$ cat config.mk
export PLATFORM = sky130hd
export DESIGN_NAME = spi_controller
export DESIGN_NICKNAME = d
export VERILOG_FILES = /design/src/rtl/spi_ctrl_pkg.sv /design/src/rtl/spi_ctrl_tick.sv /design/src/rtl/spi_controller.sv
export SDC_FILE = /design/constraint.sdc
export NUM_CORES = 1
export LEC_CHECK = 0
export ABC_AREA = 1
export CAP_MARGIN = 25
export CELL_PAD_IN_SITES_DETAIL_PLACEMENT = 1
export CELL_PAD_IN_SITES_GLOBAL_PLACEMENT = 1
export CORE_UTILIZATION = 44
export CTS_BUF_LIST = sky130_fd_sc_hd__clkbuf_4
export DETAILED_ROUTE_END_ITERATION = 6
export PLACE_DENSITY_LB_ADDON = 0.12
export SETUP_SLACK_MARGIN = 0.02
export SYNTH_ARGS = -nofsm -noshare
export SYNTH_HDL_FRONTEND = slang
export SYNTH_SLANG_ARGS = --single-unit
$ cat constraint.sdc
create_clock -name clk -period 3.9 [get_ports clk]
set_input_delay 0.78 -clock clk [delete_from_list [all_inputs] [get_ports clk]]
set_output_delay 0.78 -clock clk [all_outputs]
set_load 0.05 [all_outputs]
$ cat src/rtl/spi_ctrl_pkg.sv
// spi_ctrl_pkg: shared state encoding, frame width and peripheral register map
package spi_ctrl_pkg;
  typedef enum logic [1:0] {IDLE, SETUP, SHIFT, GAP} state_e;
  localparam int FRAME_W = 16;
  localparam logic [6:0] EN_OUT_7_0  = 7'h00;
  localparam logic [6:0] EN_OUT_15_8 = 7'h01;
  localparam logic [6:0] EN_PWM_7_0  = 7'h02;
  localparam logic [6:0] EN_PWM_15_8 = 7'h03;
  localparam logic [6:0] PWM_DUTY    = 7'h04;
endpackage

$ cat src/rtl/spi_ctrl_tick.sv
// spi_ctrl_tick: half-period down-counter, tick on the last cycle of each half-period
module spi_ctrl_tick #(
  parameter int CLK_DIV = 4
) (
  input  logic clk,
  input  logic rst,
  input  logic reload,
  output logic tick
);
  localparam logic [7:0] TOP = 8'(CLK_DIV - 1);
  logic [7:0] cnt_q;
  assign tick = cnt_q == 8'd0;
  // reload on request or when a half-period completes, otherwise count down
  always_ff @(posedge clk)
    cnt_q <= (rst | reload | tick) ? TOP : cnt_q - 8'd1;
endmodule

$ cat src/rtl/spi_controller.sv
// spi_controller: SPI mode-0 initiator serialising 16-bit R/W+addr+data frames; SPI_CTRL_READ_EN adds read capture
module spi_controller
  import spi_ctrl_pkg::*;
#(
  parameter int CLK_DIV = 4
) (
  input  logic       clk,
  input  logic       rst,
  input  logic       cmd_valid,
  output logic       cmd_ready,
`ifdef SPI_CTRL_READ_EN
  input  logic       cmd_write,
  input  logic       cipo,
  output logic [7:0] rd_data,
`endif
  input  logic [6:0] cmd_addr,
  input  logic [7:0] cmd_data,
  output logic       busy,
  output logic       done,
  output logic       ncs,
  output logic       sclk,
  output logic       copi
);
  if (CLK_DIV < 2 || CLK_DIV > 255) begin : g_bad_div
    $error("spi_controller: CLK_DIV must be 2..255");
  end
  state_e state_q, state_d;
  logic [FRAME_W-1:0] sr_q, sr_d;
  logic [3:0] bit_q, bit_d;
  logic sclk_q, sclk_d, done_q, done_d, tick, fall, rise, last, wbit;
`ifdef SPI_CTRL_READ_EN
  assign wbit = cmd_write;
`else
  assign wbit = 1'b1;
`endif
  spi_ctrl_tick #(.CLK_DIV(CLK_DIV)) u_tick (
    .clk(clk),
    .rst(rst),
    .reload(state_q == IDLE),
    .tick(tick)
  );
  assign fall = state_q == SHIFT && tick && sclk_q;
  assign rise = state_q == SHIFT && tick && !sclk_q && bit_q != 4'd15;
  assign last = state_q == SHIFT && tick && !sclk_q && bit_q == 4'd15;
  // frame sequencing: latch at accept, shift on sclk falls, count rises
  always_comb begin
    state_d = state_q;
    sr_d = sr_q;
    bit_d = bit_q;
    sclk_d = sclk_q;
    done_d = 1'b0;
    case (state_q)
      IDLE: if (cmd_valid) begin
        state_d = SETUP;
        sr_d = {wbit, cmd_addr, cmd_data};
      end
      SETUP: if (tick) begin
        state_d = SHIFT;
        sclk_d = 1'b1;
        bit_d = 4'd0;
      end
      SHIFT: begin
        sclk_d = fall ? 1'b0 : rise ? 1'b1 : sclk_q;
        sr_d = (fall && bit_q != 4'd15) ? {sr_q[FRAME_W-2:0], 1'b0} : sr_q;
        bit_d = rise ? bit_q + 4'd1 : bit_q;
        state_d = last ? GAP : SHIFT;
        done_d = last;
      end
      default: if (tick) state_d = IDLE;
    endcase
  end
  // state registers
  always_ff @(posedge clk)
    if (rst) begin
      state_q <= IDLE;
      sr_q <= '0;
      bit_q <= 4'd0;
      sclk_q <= 1'b0;
      done_q <= 1'b0;
    end else begin
      state_q <= state_d;
      sr_q <= sr_d;
      bit_q <= bit_d;
      sclk_q <= sclk_d;
      done_q <= done_d;
    end
`ifdef SPI_CTRL_READ_EN
  logic wr_q;
  logic [7:0] cap_q, rd_q;
  // capture cipo at rises 9..16 and publish it on the done cycle of read frames
  always_ff @(posedge clk)
    if (rst) begin
      wr_q <= 1'b1;
      cap_q <= 8'd0;
      rd_q <= 8'd0;
    end else begin
      if (state_q == IDLE && cmd_valid) wr_q <= cmd_write;
      if (rise && bit_q >= 4'd7) cap_q <= {cap_q[6:0], cipo};
      if (last && !wr_q) rd_q <= cap_q;
    end
  assign rd_data = rd_q;
`endif
  assign cmd_ready = state_q == IDLE;
  assign busy = !cmd_ready;
  assign done = done_q;
  assign ncs = !(state_q == SETUP || state_q == SHIFT);
  assign sclk = sclk_q;
  assign copi = !ncs && sr_q[FRAME_W-1];
endmodule

==> metrics, run 1 <==
total gr overflow=0; via count of the first global-routing pass=1,659; multiplexer share of the synthesized area=0%; clock tree sinks=32; Buffers on Ports=23; post-CTS setup buffer count=0; Crit. Startpoint=state_q[0]; Via Count=1,603; Synth Cell Area=~1700 sq um; Die Y=around 65 microns; CTS root buf=sky130_fd_sc_hd__clkbuf_4; Resized cells post-CTS=0; CP startpoint kind=flop; max_slew headroom=about two thirds; r2r setup slk=2.04 ns; data required time at the worst endpoint=3.12 ns; area inside the core boundary=roughly 3700 sq um; Post-Route Setup TNS=0 ns; critical path capture point=copi; time the final worst path needs with I/O delays and setup=2.87 ns; number of library cell types mapped by synthesis=29; fraction of the mapped netlist area in compound gates=9.59%; class of the most critical hold timing path=flop to flop; final instance area=2070 sq um; via/cell ratio=5.12; layout cell share with drive strength beyond 1=around 14%; Adder-Cell Fraction of Synth Area=4.29%; ranking of synthesized cells by area=sky130_fd_sc_hd__dfxtp_1, sky130_fd_sc_hd__nand2_1, sky130_fd_sc_hd__nor2_1; diode insertion count for antenna repair=0; Post-Syn Nets=between 200 and 300; syn avg cell area=7.28 sq um; sequential share of the synthesized area=36.6%; overall routing resource usage=21.9%; Boundary Pins=24; clock edge transition at the registers on the reported setup and hold paths=about 0.11 ns; f_max=~350 MHz; Die X=65.0 microns; final setup skew=roughly 0.0077 ns; Worst IR Drop VDD=0.374 mV; first-pass GRT wire length=7120 microns; Max Cap Violations=0; PwrDens=743 nW/um^2; H-tree lvl count=2; gpl congestion=0.793; clock tree from TritonCTS=yes; proportion of synthesized flip-flops having asynchronous set or reset=0%; number of cells in the finished layout apart from fillers=313; simple-gate area share of the yosys netlist=39.2%; Synth Area in XOR/XNOR=roughly 2.5%; max-slew violation count=0; dominant combinational cell family by area after synthesis=simple AND/OR/NAND/NOR gates; # rows=22; R2R depth=9; Static Leak=0.866 nW; RSZ-0062 raised after global routing=no; Placement Cell Area=1990 sq um; class of the most critical setup path=flop to output pin; Total Power=1.54 mW; total instance count after detailed placement=305; number of detailed-route iterations in the first pass=4; initial core utilization=46.7%; commonest cells in the netlist=sky130_fd_sc_hd__nand2_1, sky130_fd_sc_hd__dfxtp_1, sky130_fd_sc_hd__nor2_1; Layout Nets=around 290; largest net degree at the start of global routing=22; total number of yosys warnings=0; share of the clock period used by the worst path after layout=approximately three quarters; most used flip-flop cell after synthesis=sky130_fd_sc_hd__dfxtp_1; final hold viol count=0; count of final setup violators=0; Final ANT Viol Nets=0; worst skew pair latency=0.35 ns; number of antenna violations at the first check in global routing=0; total DRC errors in the routed layout=0; cell with the most instances after synthesis=sky130_fd_sc_hd__nand2_1; number of buffers created by CTS=5; area fraction of the dominant cell type after synthesis=36.6%; data arrival time of the critical path=2.09 ns; count of state elements after synthesis=32; status=completed; maximum root-to-sink buffer count=2; maximum fanout count along the critical path=3; FF-to-FF Start=u_tick.cnt_q[0]; library cell with the largest summed area after synthesis=sky130_fd_sc_hd__dfxtp_1; number of inserted filler cells in the final layout=493; terminus of the critical flop-to-flop path=sr_q[10]; Core Util, Final=55.2%; count of hold-fix buffers inserted at cts=0; EDFF count, synth=0; DP HPWL=2820 microns; area added between synthesis and finish=18.3%; final wirelength=4030 microns; count of mapped cells out of synthesis=240; overall die area=4230 sq um; Avg WL per Cell=12.9 microns; endpoint class of the critical path=output pin; Initial DRC Count=66; slew at the pin closest to its max-slew limit=0.508 ns
[sequential cells by signal, indices dropped and copies added (netlist names)]
| register | flops |
|---|---|
| bit_q | 4 |
| u_tick.cnt_q | 8 |
| sr_q | 16 |
| done | 1 |
| state_q | 2 |
| sclk | 1 |
[power by group]
group / internal [mW] / leakage (nW) / switching [mW]
Combinational: 0.264 / 0.563 / 0.549
Sequential: 0.419 / 0.262 / 0.0530
Clock: 0.131 / 0.0403 / 0.120
Total: 0.814 / 0.866 / 0.722
[metrics by stage]
step           worst slack [ns]  hold WS (ns)
2_1_floorplan              1.94         0.366
3_3_place_gp               1.48         0.375
3_5_place_dp               1.41         0.387
4_1_cts                    1.01         0.414
5_1_grt                   0.966         0.436
6_report                   1.03         0.409
[worst min path at each step]
| stage | end | slack, ns | cells past startpoint | start |
|---|---|---|---|---|
| final | u_tick.cnt_q[0] | 0.41 | 1 | u_tick.cnt_q[0] |
| after global routing | u_tick.cnt_q[0] | 0.44 | 1 | u_tick.cnt_q[0] |
| after CTS | u_tick.cnt_q[0] | 0.41 | 1 | u_tick.cnt_q[0] |
| after detailed placement | u_tick.cnt_q[0] | 0.39 | 1 | u_tick.cnt_q[0] |
| after global placement | u_tick.cnt_q[0] | 0.38 | 1 | u_tick.cnt_q[0] |
| after floorplan | u_tick.cnt_q[0] | 0.37 | 1 | u_tick.cnt_q[0] |
[layer usage]
metal / track usage (%) / up-vias / wire length (microns)
li1: - / 811 / -
met1: 24.3 / 768 / 1910
met2: 40.1 / 16 / 1940
met3: 3.70 / 8 / 88
met4: 10.6 / 0 / 88
met5: 0 / - / 0
[kinds of logic (layout without fill, tap and decap cells)]
family                     count (synthesis)  in the layout
AOI/OAI and AO/OA                         27             27
xor gates and xnor gates                   5              5
adders and majority gates                  6              6
buffers and inverters                     27             52
DFF                                       32             32
and+or+nand+nor                          143            143
[worst max-delay path: stages, from the launching register on]
cell and delay, ns:
sky130_fd_sc_hd__dfxtp_1 0.39, sky130_fd_sc_hd__inv_1 0.09, sky130_fd_sc_hd__ha_1 0.35, sky130_fd_sc_hd__nand2_1 0.07, sky130_fd_sc_hd__inv_1 0.05, sky130_fd_sc_hd__clkdlybuf4s50_1 0.79
[layout make-up]
class / instances / area [sq um] / area share, %
clock inverter: 3 / 37.5 / 1.81
sequential: 32 / 641 / 31.0
inverter: 18 / 67.6 / 3.27
clock buffer: 5 / 37.5 / 1.81
multi-input combinational: 181 / 972 / 47.0
timing repair buffer: 26 / 253 / 12.2
tap: 48 / 60.1 / 2.90
[cell usage in the layout (no fill, tap or decap), types with 3 or more instances in the layout]
| cell type | instances |
|---|---|
| sky130_fd_sc_hd__nand3_2 | 8 |
| sky130_fd_sc_hd__a21oi_1 | 17 |
| sky130_fd_sc_hd__dfxtp_1 | 32 |
| sky130_fd_sc_hd__clkbuf_4 | 5 |
| sky130_fd_sc_hd__xor2_1 | 3 |
| sky130_fd_sc_hd__ha_1 | 6 |
| sky130_fd_sc_hd__nand4_1 | 3 |
| sky130_fd_sc_hd__inv_1 | 16 |
| sky130_fd_sc_hd__buf_4 | 3 |
| sky130_fd_sc_hd__a21oi_2 | 8 |
| sky130_fd_sc_hd__nor2_1 | 24 |
| sky130_fd_sc_hd__clkdlybuf4s50_1 | 23 |
| sky130_fd_sc_hd__nand2_1 | 79 |
| sky130_fd_sc_hd__nand3_1 | 17 |
No activity file was read; power rests on OpenSTA's default activity.
==> inputs of run 2 (changes only) <==
--- a/config.mk
+++ b/config.mk
@@ -9,7 +9,7 @@
 export CAP_MARGIN = 25
 export CELL_PAD_IN_SITES_DETAIL_PLACEMENT = 1
 export CELL_PAD_IN_SITES_GLOBAL_PLACEMENT = 1
-export CORE_UTILIZATION = 44
+export CORE_UTILIZATION = 37
 export CTS_BUF_LIST = sky130_fd_sc_hd__clkbuf_4
 export DETAILED_ROUTE_END_ITERATION = 6
 export PLACE_DENSITY_LB_ADDON = 0.12
==> constraint.sdc (replaced) <==
create_clock -name clk -period 2.4 [get_ports clk]
set_input_delay 0.48 -clock clk [delete_from_list [all_inputs] [get_ports clk]]
set_output_delay 0.48 -clock clk [all_outputs]
set_load 0.05 [all_outputs]
==> run 2 against run 1 <==
Against the previous run: the run now ends with design-rule violations left; non-clock buffer count rose by 2; sequential share of layout area decreased by 0.32 points; clock skew rose by 0.0030 ns; global-route usage decreased by 3.9 points; routed wire length grew 0.65%; final cell count increased by 1.9%; largest power group unchanged; clock-buffer cell count stayed put; critical endpoint is now busy; flip-flop and latch count did not move; combinational power rose by 62%; via count down 2.5%; clock power up 67%.
==> metrics, run 2 (synthesis results as in run 1) <==
status=finished with violations; violations in the final reports=design-rule violations; total instance count after detailed placement=311 (+2.0%); number of detailed-route iterations in the first pass=6 (+2); # rows=24 (+9.1%); time the final worst path needs with I/O delays and setup=2.16 ns; R2R depth=9 (unchanged); Via Count=1,563 (-2.5%); number of antenna violations at the first check in global routing=0 (unchanged); PwrDens=1200 nW/um^2 (+61%); CP startpoint kind=flop; clock tree from TritonCTS=yes; count of hold-fix buffers inserted at cts=0 (unchanged); Static Leak=0.887 nW (+2.4%); most frequent standard cell in the layout excluding fill and tap cells=sky130_fd_sc_hd__nand2_1; Most flops, register=sr_q; H-tree lvl count=2 (unchanged); share of the clock period used by the worst path after layout=90.0%; clock edge transition at the registers on the reported setup and hold paths=0.11 ns (about the same); max FFs per register=16 (unchanged); Setup WS post-layout=0.239 ns (-0.795 ns); via/cell ratio=4.90 (-4.3%); RSZ-0062 raised after global routing=no; CTS root buf=sky130_fd_sc_hd__clkbuf_4; overall routing resource usage=18.1% (-3.9 points); class of the most critical hold timing path=flop to flop; Buffers on Ports=23 (unchanged); Worst Hold Path Cells=1 (unchanged); max-slew violation count=0 (unchanged); Avg WL per Cell=12.7 microns (-1.2%); layout cell share with drive strength beyond 1=16.1% (+2.1 points); largest net degree at the start of global routing=22 (unchanged); clock tree sinks=32 (unchanged); overall die area=5000 sq um (+18%); final hold viol count=0 (unchanged); Total Power=2.50 mW (+63%); Post-Route Setup TNS=0 ns (unchanged); most frequent cells in the layout=sky130_fd_sc_hd__nand2_1, sky130_fd_sc_hd__dfxtp_1, sky130_fd_sc_hd__nor2_1, sky130_fd_sc_hd__clkdlybuf4s50_1; gpl congestion=0.810 (+2.2%); Die X=70.7 microns (+8.8%); data arrival time of the critical path=1.68 ns (-0.41 ns); DP HPWL=2880 microns (+2.1%); class of the most critical setup path=flop to output pin; Worst IR Drop VDD=0.464 mV (+24%); total DRC errors in the routed layout=4 (+4); Die Y=70.7 microns (+8.8%); Hold WS=0.403 ns (-0.00605 ns); number of cells in the finished layout apart from fillers=319 (+1.9%); worst skew pair latency=0.35 ns (about the same); count of final setup violators=0 (unchanged); Layout Nets=290 (+0.69%); Max Cap Violations=0 (unchanged); number of buffers created by CTS=5 (unchanged); maximum root-to-sink buffer count=2 (unchanged); slew at the pin closest to its max-slew limit=0.499 ns (-0.00896 ns); final setup skew=0.0107 ns (+0.00302 ns); diode insertion count for antenna repair=0 (unchanged); Final ANT Viol Nets=0 (unchanged); first-pass GRT wire length=7040 microns (-1.2%); maximum fanout count along the critical path=4 (+1); area added between synthesis and finish=19.5%; Placement Cell Area=2010 sq um (+0.75%); post-placement setup slack=0.350 ns (-1.06 ns); data required time at the worst endpoint=1.92 ns (-1.20 ns); area inside the core boundary=4440 sq um (+19%); Boundary Pins=24 (unchanged); initial core utilization=39.3% (-7.4 points); Regs by FF count=sr_q: 16 flops, u_tick.cnt_q: 8 flops, bit_q: 4 flops; final wirelength=4050 microns (+0.65%); Core Util, Final=47.0% (-8.2 points); endpoint class of the critical path=output pin; f_max=463 MHz; final instance area=2090 sq um (+1.0%); via count of the first global-routing pass=1,537 (-7.4%); max_slew headroom=66.6% (+0.65 points); total gr overflow=0 (unchanged); Initial DRC Count=58 (-12%)
run 2: cell count changes in the layout (fill, tap and decap cells not counted):
cell	delta
sky130_fd_sc_hd__clkinv_1	-2
sky130_fd_sc_hd__clkinvlp_4	+1
sky130_fd_sc_hd__dlymetal6s2s_1	+1
sky130_fd_sc_hd__clkinv_2	+1
sky130_fd_sc_hd__clkdlybuf4s50_1	-4
sky130_fd_sc_hd__buf_4	+4
sky130_fd_sc_hd__dlygate4sd2_1	+1
run 2: routing by layer:
metal,wire (microns),up-vias,track usage [%]
met5,0,-,0
met3,122,6,3.42
met2,1830,20,29.1
met1,2040,723,22.8
met4,65,0,10.0
li1,-,814,-
run 2: path summary, 6_finish.rpt:
path                     end  slack, ns             from
max reg2reg          sr_q[4]       0.52  u_tick.cnt_q[0]
max                     busy       0.24       state_q[0]
min reg2reg  u_tick.cnt_q[0]       0.40  u_tick.cnt_q[0]
min          u_tick.cnt_q[0]       0.40  u_tick.cnt_q[0]
run 2: power breakdown:
group | total, mW | internal [mW] | switching (mW)
sequential | 0.767 | 0.682 | 0.0854
combinational | 1.32 | 0.419 | 0.896
clock | 0.420 | 0.217 | 0.203
total | 2.50 | 1.32 | 1.18
run 2: cell type report:
cell class	count	area [sq um]
multi-input cells	181	972
clock buffers	5	37.5
repair buffers	28	264
fillers	568	2350
clock inverters	3	42.5
inverters	18	67.6
well taps	52	65.1
flip-flops and latches	32	641
run 2: worst max-delay path, stage by stage (launching register included):
cell                            delay [ns]
sky130_fd_sc_hd__dfxtp_1              0.38
sky130_fd_sc_hd__inv_1                0.09
sky130_fd_sc_hd__ha_1                 0.25
sky130_fd_sc_hd__inv_2                0.09
sky130_fd_sc_hd__dlygate4sd2_1        0.52
run 2: what timing repair did:
action / 4_1_cts / 5_1_grt
gates resized for setup: 1 / 1
setup endpoints to repair: 1 / 1
setup buffers: 0 / 0
==> inputs of run 3 (changes only) <==
--- a/config.mk
+++ b/config.mk
@@ -13,6 +13,7 @@
 export CTS_BUF_LIST = sky130_fd_sc_hd__clkbuf_4
 export DETAILED_ROUTE_END_ITERATION = 6
 export PLACE_DENSITY_LB_ADDON = 0.12
+export RECOVER_POWER = 50
 export SETUP_SLACK_MARGIN = 0.02
 export SYNTH_ARGS = -nofsm -noshare
 export SYNTH_HDL_FRONTEND = slang
==> run 3 against run 2 <==
Against the previous run: the run still ends with design-rule violations left; clock skew rose by 0.00094 ns; sequential share of layout area rose by 0.35 points; worst setup slack got worse by 0.0013 ns; clock-buffer cell count did not move; register-to-register slack got worse by 0.18 ns; total power fell by 0.78%; critical endpoint is now ncs.
==> metrics, run 3 (synthesis results as in run 1) <==
status=finished with violations; violations in the final reports=design-rule violations; largest net degree at the start of global routing=22 (unchanged); cell with the most instances on the worst path=sky130_fd_sc_hd__inv_1; maximum fanout count along the critical path=3 (-1); class of the most critical hold timing path=flop to flop; Initial DRC Count=52 (-10%); data arrival time of the critical path=1.68 ns (about the same); area inside the core boundary=4440 sq um (unchanged); layout cell share with drive strength beyond 1=15.0% (-1.1 points); most frequent standard cell in the layout excluding fill and tap cells=sky130_fd_sc_hd__nand2_1; via/cell ratio=4.89 (-0.13%); Switching Fraction=47.6% (+0.27 points); Die Y=70.7 microns (unchanged); maximum root-to-sink buffer count=2 (unchanged); sequential cell fraction of total power=30.9% (+0.3 points); f_max=462 MHz (about the same); final hold viol count=0 (unchanged); RSZ-0062 raised after global routing=no; max_slew headroom=59.9% (-6.7 points); Boundary Pins=24 (unchanged); Post-Route Setup TNS=0 ns (unchanged); CP startpoint kind=flop; H-tree lvl count=2 (unchanged); diode insertion count for antenna repair=0 (unchanged); Most flops, register=sr_q; final wirelength=4040 microns (-0.42%); number of antenna violations at the first check in global routing=0 (unchanged); PwrDens=1200 nW/um^2 (+0.36%); R2R depth=9 (unchanged); CTS root buf=sky130_fd_sc_hd__clkbuf_4; critical path capture point=ncs; FF-to-FF Start=u_tick.cnt_q[0]; master of the slowest instance on the critical path=sky130_fd_sc_hd__clkbuf_1; Worst IR Drop VDD=0.463 mV (-0.11%); count of final setup violators=0 (unchanged); Via Count=1,561 (-0.13%); number of buffers created by CTS=5 (unchanged); final setup skew=0.0117 ns (+0.000943 ns); worst skew pair latency=0.35 ns (about the same); Regs by FF count=sr_q: 16 flops, u_tick.cnt_q: 8 flops, bit_q: 4 flops; Crit. Startpoint=state_q[0]; terminus of the critical flop-to-flop path=sr_q[4]; clock tree from TritonCTS=yes; initial core utilization=39.3% (unchanged); r2r setup slk=0.34 ns (-0.18 ns); overall die area=5000 sq um (unchanged); via count of the first global-routing pass=1,537 (unchanged); net switching power=1.18 mW (-0.21%); Static Leak=0.879 nW (-0.91%); max incr delay on CP=0.47 ns (-0.05 ns); first-pass GRT wire length=7040 microns (unchanged); Hold WS=0.404 ns (+0.00108 ns); data required time at the worst endpoint=1.92 ns (about the same); Buffers on Ports=23 (unchanged); Avg WL per Cell=12.7 microns (-0.42%); clock tree sinks=32 (unchanged); count of hold-fix buffers inserted at cts=0 (unchanged); endpoint class of the critical path=output pin; slew at the pin closest to its max-slew limit=0.603 ns (+0.104 ns); Final ANT Viol Nets=0 (unchanged); number of inserted filler cells in the final layout=570 (+0.35%); Max Cap Violations=0 (unchanged); number of detailed-route iterations in the first pass=6 (unchanged); Die X=70.7 microns (unchanged); DP HPWL=2880 microns (unchanged); total gr overflow=0 (unchanged); share of the clock period used by the worst path after layout=90.1% (about the same); max-slew violation count=0 (unchanged); portion of total power attributed to the clock network=17.0% (+0.2 points); time the final worst path needs with I/O delays and setup=2.16 ns (+0.00133 ns); overall routing resource usage=18.1% (unchanged); area added between synthesis and finish=18.2%; class of the most critical setup path=flop to output pin; max FFs per register=16 (unchanged); clock edge transition at the registers on the reported setup and hold paths=0.11 ns (about the same); # rows=24 (unchanged); Total Power=2.48 mW (-0.78%); most frequent cells in the layout=sky130_fd_sc_hd__nand2_1, sky130_fd_sc_hd__dfxtp_1, sky130_fd_sc_hd__nor2_1, sky130_fd_sc_hd__clkdlybuf4s50_1; gpl congestion=0.810 (unchanged); series of cell instances along the critical path=inv_1 > ha_1 > inv_1 > clkbuf_1; total DRC errors in the routed layout=4 (unchanged); logic gate share of total power=52.2% (-0.4 points); internal power component=1.30 mW (-1.3%); Layout Nets=290 (unchanged)
-- run 3: cell count changes in the layout (fill, tap and decap cells not counted) --
cell,delta
sky130_fd_sc_hd__clkbuf_1,+2
sky130_fd_sc_hd__nor2_8,-1
sky130_fd_sc_hd__buf_4,-2
sky130_fd_sc_hd__nor2_1,+1
-- run 3: cell type report --
class | count | area (sq um) | share of cell area, %
well taps | 52 | 65.1 | 3.15
clock buffers | 5 | 37.5 | 1.82
clock inverters | 3 | 42.5 | 2.06
repair buffers | 28 | 256 | 12.4
flip-flops and latches | 32 | 641 | 31.0
multi-input cells | 181 | 956 | 46.3
inverters | 18 | 67.6 | 3.27
-- run 3: worst max-delay path: cells and delay by family, from the launching register on --
kind | cells | cell delay (ns)
flops | 1 | 0.38
fa+ha+maj | 1 | 0.34
buf+inv | 3 | 0.63
-- run 3: through the flow --
step / setup slack (ns) / instance area (sq um) / utilization, % / cells
2_1_floorplan: 0.450 / 1750 / - / 240
3_3_place_gp: 0.386 / 2010 / 45.2 / 311
3_5_place_dp: 0.350 / 2010 / 45.2 / 311
4_1_cts: 0.0373 / 2090 / 47.0 / 319
5_1_grt: 0.140 / 2070 / 46.5 / 319
6_report: 0.238 / 2070 / 46.5 / 319
-- run 3: how the worst min path moves through the flow --
stage	startpoint	to	slack [ns]	depth (start not counted)
floorplan	u_tick.cnt_q[0]	u_tick.cnt_q[0]	0.37	1
global placement	u_tick.cnt_q[0]	u_tick.cnt_q[0]	0.37	1
detailed placement	u_tick.cnt_q[0]	u_tick.cnt_q[0]	0.38	1
CTS	u_tick.cnt_q[0]	u_tick.cnt_q[0]	0.41	1
global route	u_tick.cnt_q[0]	u_tick.cnt_q[0]	0.44	1
finish	u_tick.cnt_q[0]	u_tick.cnt_q[0]	0.40	1
-- run 3: metal layers --
layer	track usage [%]	routed length [microns]
met2	29.1	1800
met3	3.42	120
met4	10.0	65
met5	0	0
met1	22.8	2050
-- run 3: timing repair --
action	in CTS	in global routing
setup endpoints to repair	1	1
gates resized for setup	1	1
buffers inserted	0	0
-- run 3: power groups by stage --
stage / Sequential, mW / Combinational [mW] / Clock [mW]
floorplan: 0.773 / 1.09 / 0
global placement: 0.774 / 1.32 / 0
detailed placement: 0.776 / 1.33 / 0
CTS: 0.766 / 1.33 / 0.438
global route: 0.786 / 1.44 / 0.455
finish: 0.767 / 1.30 / 0.421
==> RTL change 1: new RTL, settings of run 1 <==
Add a define of `SPI_CTRL_READ_EN`.
--- a/src/rtl/spi_controller.sv
+++ b/src/rtl/spi_controller.sv
@@ -1,3 +1,5 @@
 // spi_controller: SPI mode-0 initiator serialising 16-bit R/W+addr+data frames; SPI_CTRL_READ_EN adds read capture
+`define SPI_CTRL_READ_EN
+
 module spi_controller
   import spi_ctrl_pkg::*;
Interface: changed (added cipo, cmd_write and rd_data); port bits go from 24 to 34. No check against the original RTL was run, so the function may have changed too.
==> RTL change 1 against run 1 <==
Synthesized area increased by 31%. Worst hold slack gained 0.013 ns. Power grew 13%. Final cell count rose by 34%. Wire length up 39%. First-iteration DRC count rose by 7.6%. Sequential cell count rose by 17. Cell area increased by 31%. Non-clock buffer count grew 8. Critical path depth unchanged. Setup slack got worse by 0.063 ns. Count of clock-buffer cells in the layout did not move. Critical path type unchanged. Largest cell class unchanged.
==> RTL change 1: results (changes against run 1) <==
<table>
<tr><th>Metric</th><th>Value</th></tr>
<tr><th colspan="2">Drt</th></tr>
<tr><td>Total met2 wirelength after detailed routing</td><td>2705 µm (was 1936 µm)</td></tr>
<tr><td>Violation count after the first detailed-routing iteration</td><td>71 (was 66)</td></tr>
<tr><td>Average via count per standard cell</td><td>5.017 (was 5.121)</td></tr>
<tr><td>Sum of routed wire segments on met1</td><td>2628 µm (was 1914 µm)</td></tr>
<tr><th colspan="2">Power</th></tr>
<tr><td>Fraction of power spent switching nets</td><td>0.4382 (was 0.4700)</td></tr>
<tr><th colspan="2">Logic synthesis</th></tr>
<tr><td>Net count after synthesis</td><td>348 (was 264)</td></tr>
<tr><td>Synth cell types</td><td>27 (was 29)</td></tr>
<tr><td>Fraction of the yosys area taken by sequential cells</td><td>0.4298 (was 0.3665)</td></tr>
<tr><td>Cell types with the largest area share after synthesis</td><td>dfxtp_1 43%, nand2_1 14%, nor2_1 9.5%, nand3_1 5.3%, a21oi_1 4.6% (was dfxtp_1 37%, nand2_1 17%, nor2_1 5.2%, a21oi_1 4.9%, nand3_1 4.9%)</td></tr>
<tr><td>Most frequent cells after synthesis</td><td>88 x nand2_1, 58 x nor2_1, 49 x dfxtp_1 (was 79 x nand2_1, 32 x dfxtp_1, 24 x nor2_1)</td></tr>
<tr><th colspan="2">Global routing</th></tr>
<tr><td>Pin count of the biggest net entering global routing</td><td>25 (was 22)</td></tr>
<tr><td>Global-route wire length before repair</td><td>9397 µm (was 7120 µm)</td></tr>
<tr><td>Met2 layer usage reported by global route</td><td>0.3838 (was 0.4010)</td></tr>
<tr><td>Met3 Usage GRT</td><td>0.04065 (was 0.03697)</td></tr>
<tr><td>Routing usage on met1</td><td>0.2816 (was 0.2428)</td></tr>
<tr><td>Number of global-route vias before repair</td><td>2083 (was 1659)</td></tr>
<tr><th colspan="2">Placed design</th></tr>
<tr><td>IO Port Bufs</td><td>33 (was 23)</td></tr>
<tr><td>Placed instance count</td><td>412 (was 305)</td></tr>
<tr><th colspan="2">Clocking</th></tr>
<tr><td>Clock transition time at the flip-flop clock pins of the worst setup and hold paths</td><td>0.15 ns (was 0.11 ns)</td></tr>
<tr><th colspan="2">Run status</th></tr>
<tr><td>Run status</td><td>complete, no violations (unchanged)</td></tr>
<tr><th colspan="2">Finish</th></tr>
<tr><td>Finished Layout Cells</td><td>420 (was 313)</td></tr>
<tr><td>Share of cells above drive strength 1</td><td>0.08499 (was 0.1396)</td></tr>
<tr><td>Final nets</td><td>378 (was 288)</td></tr>
<tr><th colspan="2">Worst setup path</th></tr>
<tr><td>Largest fanout of any net on the critical path</td><td>4 (was 3)</td></tr>
<tr><td>R2R Path End</td><td>sr_q[0]$_SDFFE_PP0P_ (was sr_q[10]$_SDFFE_PP0P_)</td></tr>
<tr><td>Flop-to-flop setup slack</td><td>1.53 ns (was 2.04 ns)</td></tr>
</table>
==> RTL change 1: how the worst max path moves through the flow <==
stage	startpoint	end	slack [ns]	depth (start not counted)
3_3_place_gp	rst	cap_q[5]$_SDFFE_PP0P_	1.28	4
2_1_floorplan	state_q[0]$_SDFFE_PP0P_	busy	1.89	3
3_5_place_dp	rst	cap_q[3]$_SDFFE_PP0P_	1.25	4
5_1_grt	state_q[1]$_SDFFE_PP0P_	copi	0.86	5
4_1_cts	state_q[1]$_SDFFE_PP0P_	copi	0.96	5
6_report	state_q[1]$_SDFFE_PP0P_	copi	0.97	5
==> RTL change 1: logic make-up after synthesis <==
family                     share of synthesized area
adders and majority gates                    0.03289
xor gates and xnor gates                     0.01919
AOI/OAI and AO/OA                            0.08717
DFF                                           0.4298
buffers and inverters                        0.06742
and+or+nand+nor                               0.3635
==> RTL change 1: cell type report <==
cell class	instances	area, µm²
Clock buffer	5	37.54
Fill cell	634	2132
Inverter	23	87.58
Sequential cell	49	980.9
Timing Repair Buffer	34	337.8
Tap cell	67	83.83
Multi-Input combinational cell	239	1147
Clock inverter	3	41.29
==> RTL change 1: power groups by stage <==
stage                     Clock, µW  Sequential, µW  Combinational (µW)
after global routing            327             662                 862
after detailed placement          0             662                 780
after global placement            0             657                 750
after CTS                       310             651                 785
after floorplan                   0             658                 614
final                           303             652                 778
==> RTL change 1: metrics by stage <==
stage	worst slack (ns)	area [µm²]	total power (µW)
2_1_floorplan	1.886	2282	1272
3_3_place_gp	1.275	2638	1407
3_5_place_dp	1.249	2638	1442
4_1_cts	0.9597	2716	1747
5_1_grt	0.8615	2716	1850
6_report	0.9713	2716	1733
==> RTL change 2: new RTL, config.mk and constraints of run 1 <==
Without the edit above. The 4 states of `state_e` get a one-hot encoding in 4 bits.
--- a/src/rtl/spi_ctrl_pkg.sv
+++ b/src/rtl/spi_ctrl_pkg.sv
@@ -1,5 +1,5 @@
 // spi_ctrl_pkg: shared state encoding, frame width and peripheral register map
 package spi_ctrl_pkg;
-  typedef enum logic [1:0] {IDLE, SETUP, SHIFT, GAP} state_e;
+  typedef enum logic [3:0] {IDLE = 4'b0001, SETUP = 4'b0010, SHIFT = 4'b0100, GAP = 4'b1000} state_e;
   localparam int FRAME_W = 16;
   localparam logic [6:0] EN_OUT_7_0  = 7'h00;
Behaviour: same outputs for any inputs over 10 cycles, from zero or initial values and one cycle with rst high; not proved beyond that.
==> RTL change 2 against run 1 <==
Synthesized area up 5.0%. Cell area up 2.8%. Critical path depth up 1. Clock skew up 0.0020 ns. Setup slack worse by 0.083 ns. Global-route usage down 0.27 points. Non-clock buffer count unchanged. Largest power group unchanged. Sequential cell count up 2. Combinational power down 29%. Clock power down 23%. Power down 19%. Wire length up 2.6%.
==> RTL change 2: results (changes against run 1) <==
<table>
<tr><th>Metric</th><th>Value</th></tr>
<tr><th colspan="2">Drt</th></tr>
<tr><td>Violation count after the first detailed-routing iteration</td><td>35 (was 66)</td></tr>
<tr><td>Average via count per standard cell</td><td>4.944 (was 5.121)</td></tr>
<tr><td>Wirelength per Cell</td><td>12.75 µm (was 12.87 µm)</td></tr>
<tr><th colspan="2">Finish</th></tr>
<tr><td>Count of filler cells inserted in the layout</td><td>529 (was 493)</td></tr>
<tr><td>Final nets</td><td>295 (was 288)</td></tr>
<tr><td>Share of cells above drive strength 1</td><td>0.1752 (was 0.1396)</td></tr>
<tr><th colspan="2">Global routing</th></tr>
<tr><td>Pin count of the biggest net entering global routing</td><td>23 (was 22)</td></tr>
<tr><td>Global-route wire length before repair</td><td>7113 µm (was 7120 µm)</td></tr>
<tr><td>Number of global-route vias before repair</td><td>1605 (was 1659)</td></tr>
<tr><td>GRT Overall Usage</td><td>0.2168 (was 0.2195)</td></tr>
<tr><th colspan="2">Power</th></tr>
<tr><td>Clock network fraction of design power</td><td>0.155 (was 0.163)</td></tr>
<tr><td>Maximum VDD drop</td><td>0.2545 mV (was 0.3743 mV)</td></tr>
<tr><td>Pleak</td><td>0.0009079 µW (was 0.0008657 µW)</td></tr>
<tr><td>Fraction of power spent switching nets</td><td>0.4397 (was 0.4700)</td></tr>
<tr><td>Logic pwr share</td><td>0.462 (was 0.529)</td></tr>
<tr><th colspan="2">Logic synthesis</th></tr>
<tr><td>Fraction of the yosys area taken by sequential cells</td><td>0.3708 (was 0.3665)</td></tr>
<tr><td>Xor/xnor cell area share of the yosys netlist</td><td>0.01909 (was 0.02505)</td></tr>
<tr><td>Adder and majority cell fraction of the synthesized area</td><td>0.02045 (was 0.04295)</td></tr>
<tr><td>Net count after synthesis</td><td>271 (was 264)</td></tr>
<tr><td>Synthesized-area fraction occupied by ao, oa, aoi and oai cells</td><td>0.09680 (was 0.09592)</td></tr>
<tr><td>Cell types with the largest area share after synthesis</td><td>dfxtp_1 37%, nand2_1 16%, nand3_1 6.0%, a21oi_2 4.8%, a21oi_1 4.4% (was dfxtp_1 37%, nand2_1 17%, nor2_1 5.2%, a21oi_1 4.9%, nand3_1 4.9%)</td></tr>
<tr><th colspan="2">Worst setup path</th></tr>
<tr><td>Flop-to-flop setup slack</td><td>2.16 ns (was 2.04 ns)</td></tr>
<tr><td>Largest fanout of any net on the critical path</td><td>19 (was 3)</td></tr>
<tr><th colspan="2">Placed design</th></tr>
<tr><td>Global placer's final weighted congestion</td><td>0.7895 (was 0.7925)</td></tr>
<tr><td>Half-perimeter wire length of the detailed placement result</td><td>2963 µm (was 2818 µm)</td></tr>
<tr><th colspan="2">Run status</th></tr>
<tr><td>Run status</td><td>complete, no violations (unchanged)</td></tr>
<tr><th colspan="2">Clocking</th></tr>
<tr><td>Clock transition time at the flip-flop clock pins of the worst setup and hold paths</td><td>0.09 ns (was 0.11 ns)</td></tr>
<tr><th colspan="2">Timing</th></tr>
<tr><td>Worst slew margin relative to its limit</td><td>0.6667 (was 0.6600)</td></tr>
</table>
==> RTL change 2: area by class of cell <==
class | instances | area share
Clock buffer | 7 | 0.02472
Inverter | 20 | 0.03649
Multi-Input combinational cell | 187 | 0.4703
Sequential cell | 34 | 0.3202
Tap cell | 50 | 0.02943
Timing Repair Buffer | 26 | 0.1189
==> RTL change 2: worst paths after layout <==
check                                                  end                  startpoint  depth (start not counted)
worst max-delay path                                   ncs     state_q[1]$_SDFFE_PP0P_                          6
worst min-delay path            u_tick.cnt_q[0]$_SDFF_PP1_  u_tick.cnt_q[0]$_SDFF_PP1_                          1
worst max register to register        sr_q[0]$_SDFFE_PP0P_     state_q[0]$_SDFFE_PP1P_                         10
worst min register to register  u_tick.cnt_q[0]$_SDFF_PP1_  u_tick.cnt_q[0]$_SDFF_PP1_                          1
==> RTL change 2: metrics by stage <==
stage | hold slack (ns) | area [µm²] | power, µW | cells | worst slack [ns]
final | 0.4059 | 2126 | 1249 | 324 | 0.9514
after global routing | 0.4211 | 2126 | 1349 | 324 | 0.8320
after CTS | 0.4112 | 2126 | 1268 | 324 | 0.9198
after detailed placement | 0.3867 | 2073 | 1071 | 317 | 1.302
after global placement | 0.3743 | 2073 | 1059 | 317 | 1.314
after floorplan | 0.3657 | 1836 | 975.7 | 250 | 1.559
==> RTL change 2: cell families (layout without fill, tap and decap cells) <==
family	after synthesis	count (layout)
AND/OR/NAND/NOR	152	152
flip-flops	34	34
buffers and inverters	29	53
AO/OA/AOI/OAI	28	28
XOR/XNOR	4	4
adder cells (fa/ha/maj)	3	3
==> RTL change 2: per-layer routing <==
metal  global-route usage  up-vias  wire [µm]
met3              0.06164        6        125
met4              0.06383        0         58
met2               0.3649       19       1887
met1               0.2647      741       2058
li1                     -      836          -
met5                    0        -          0
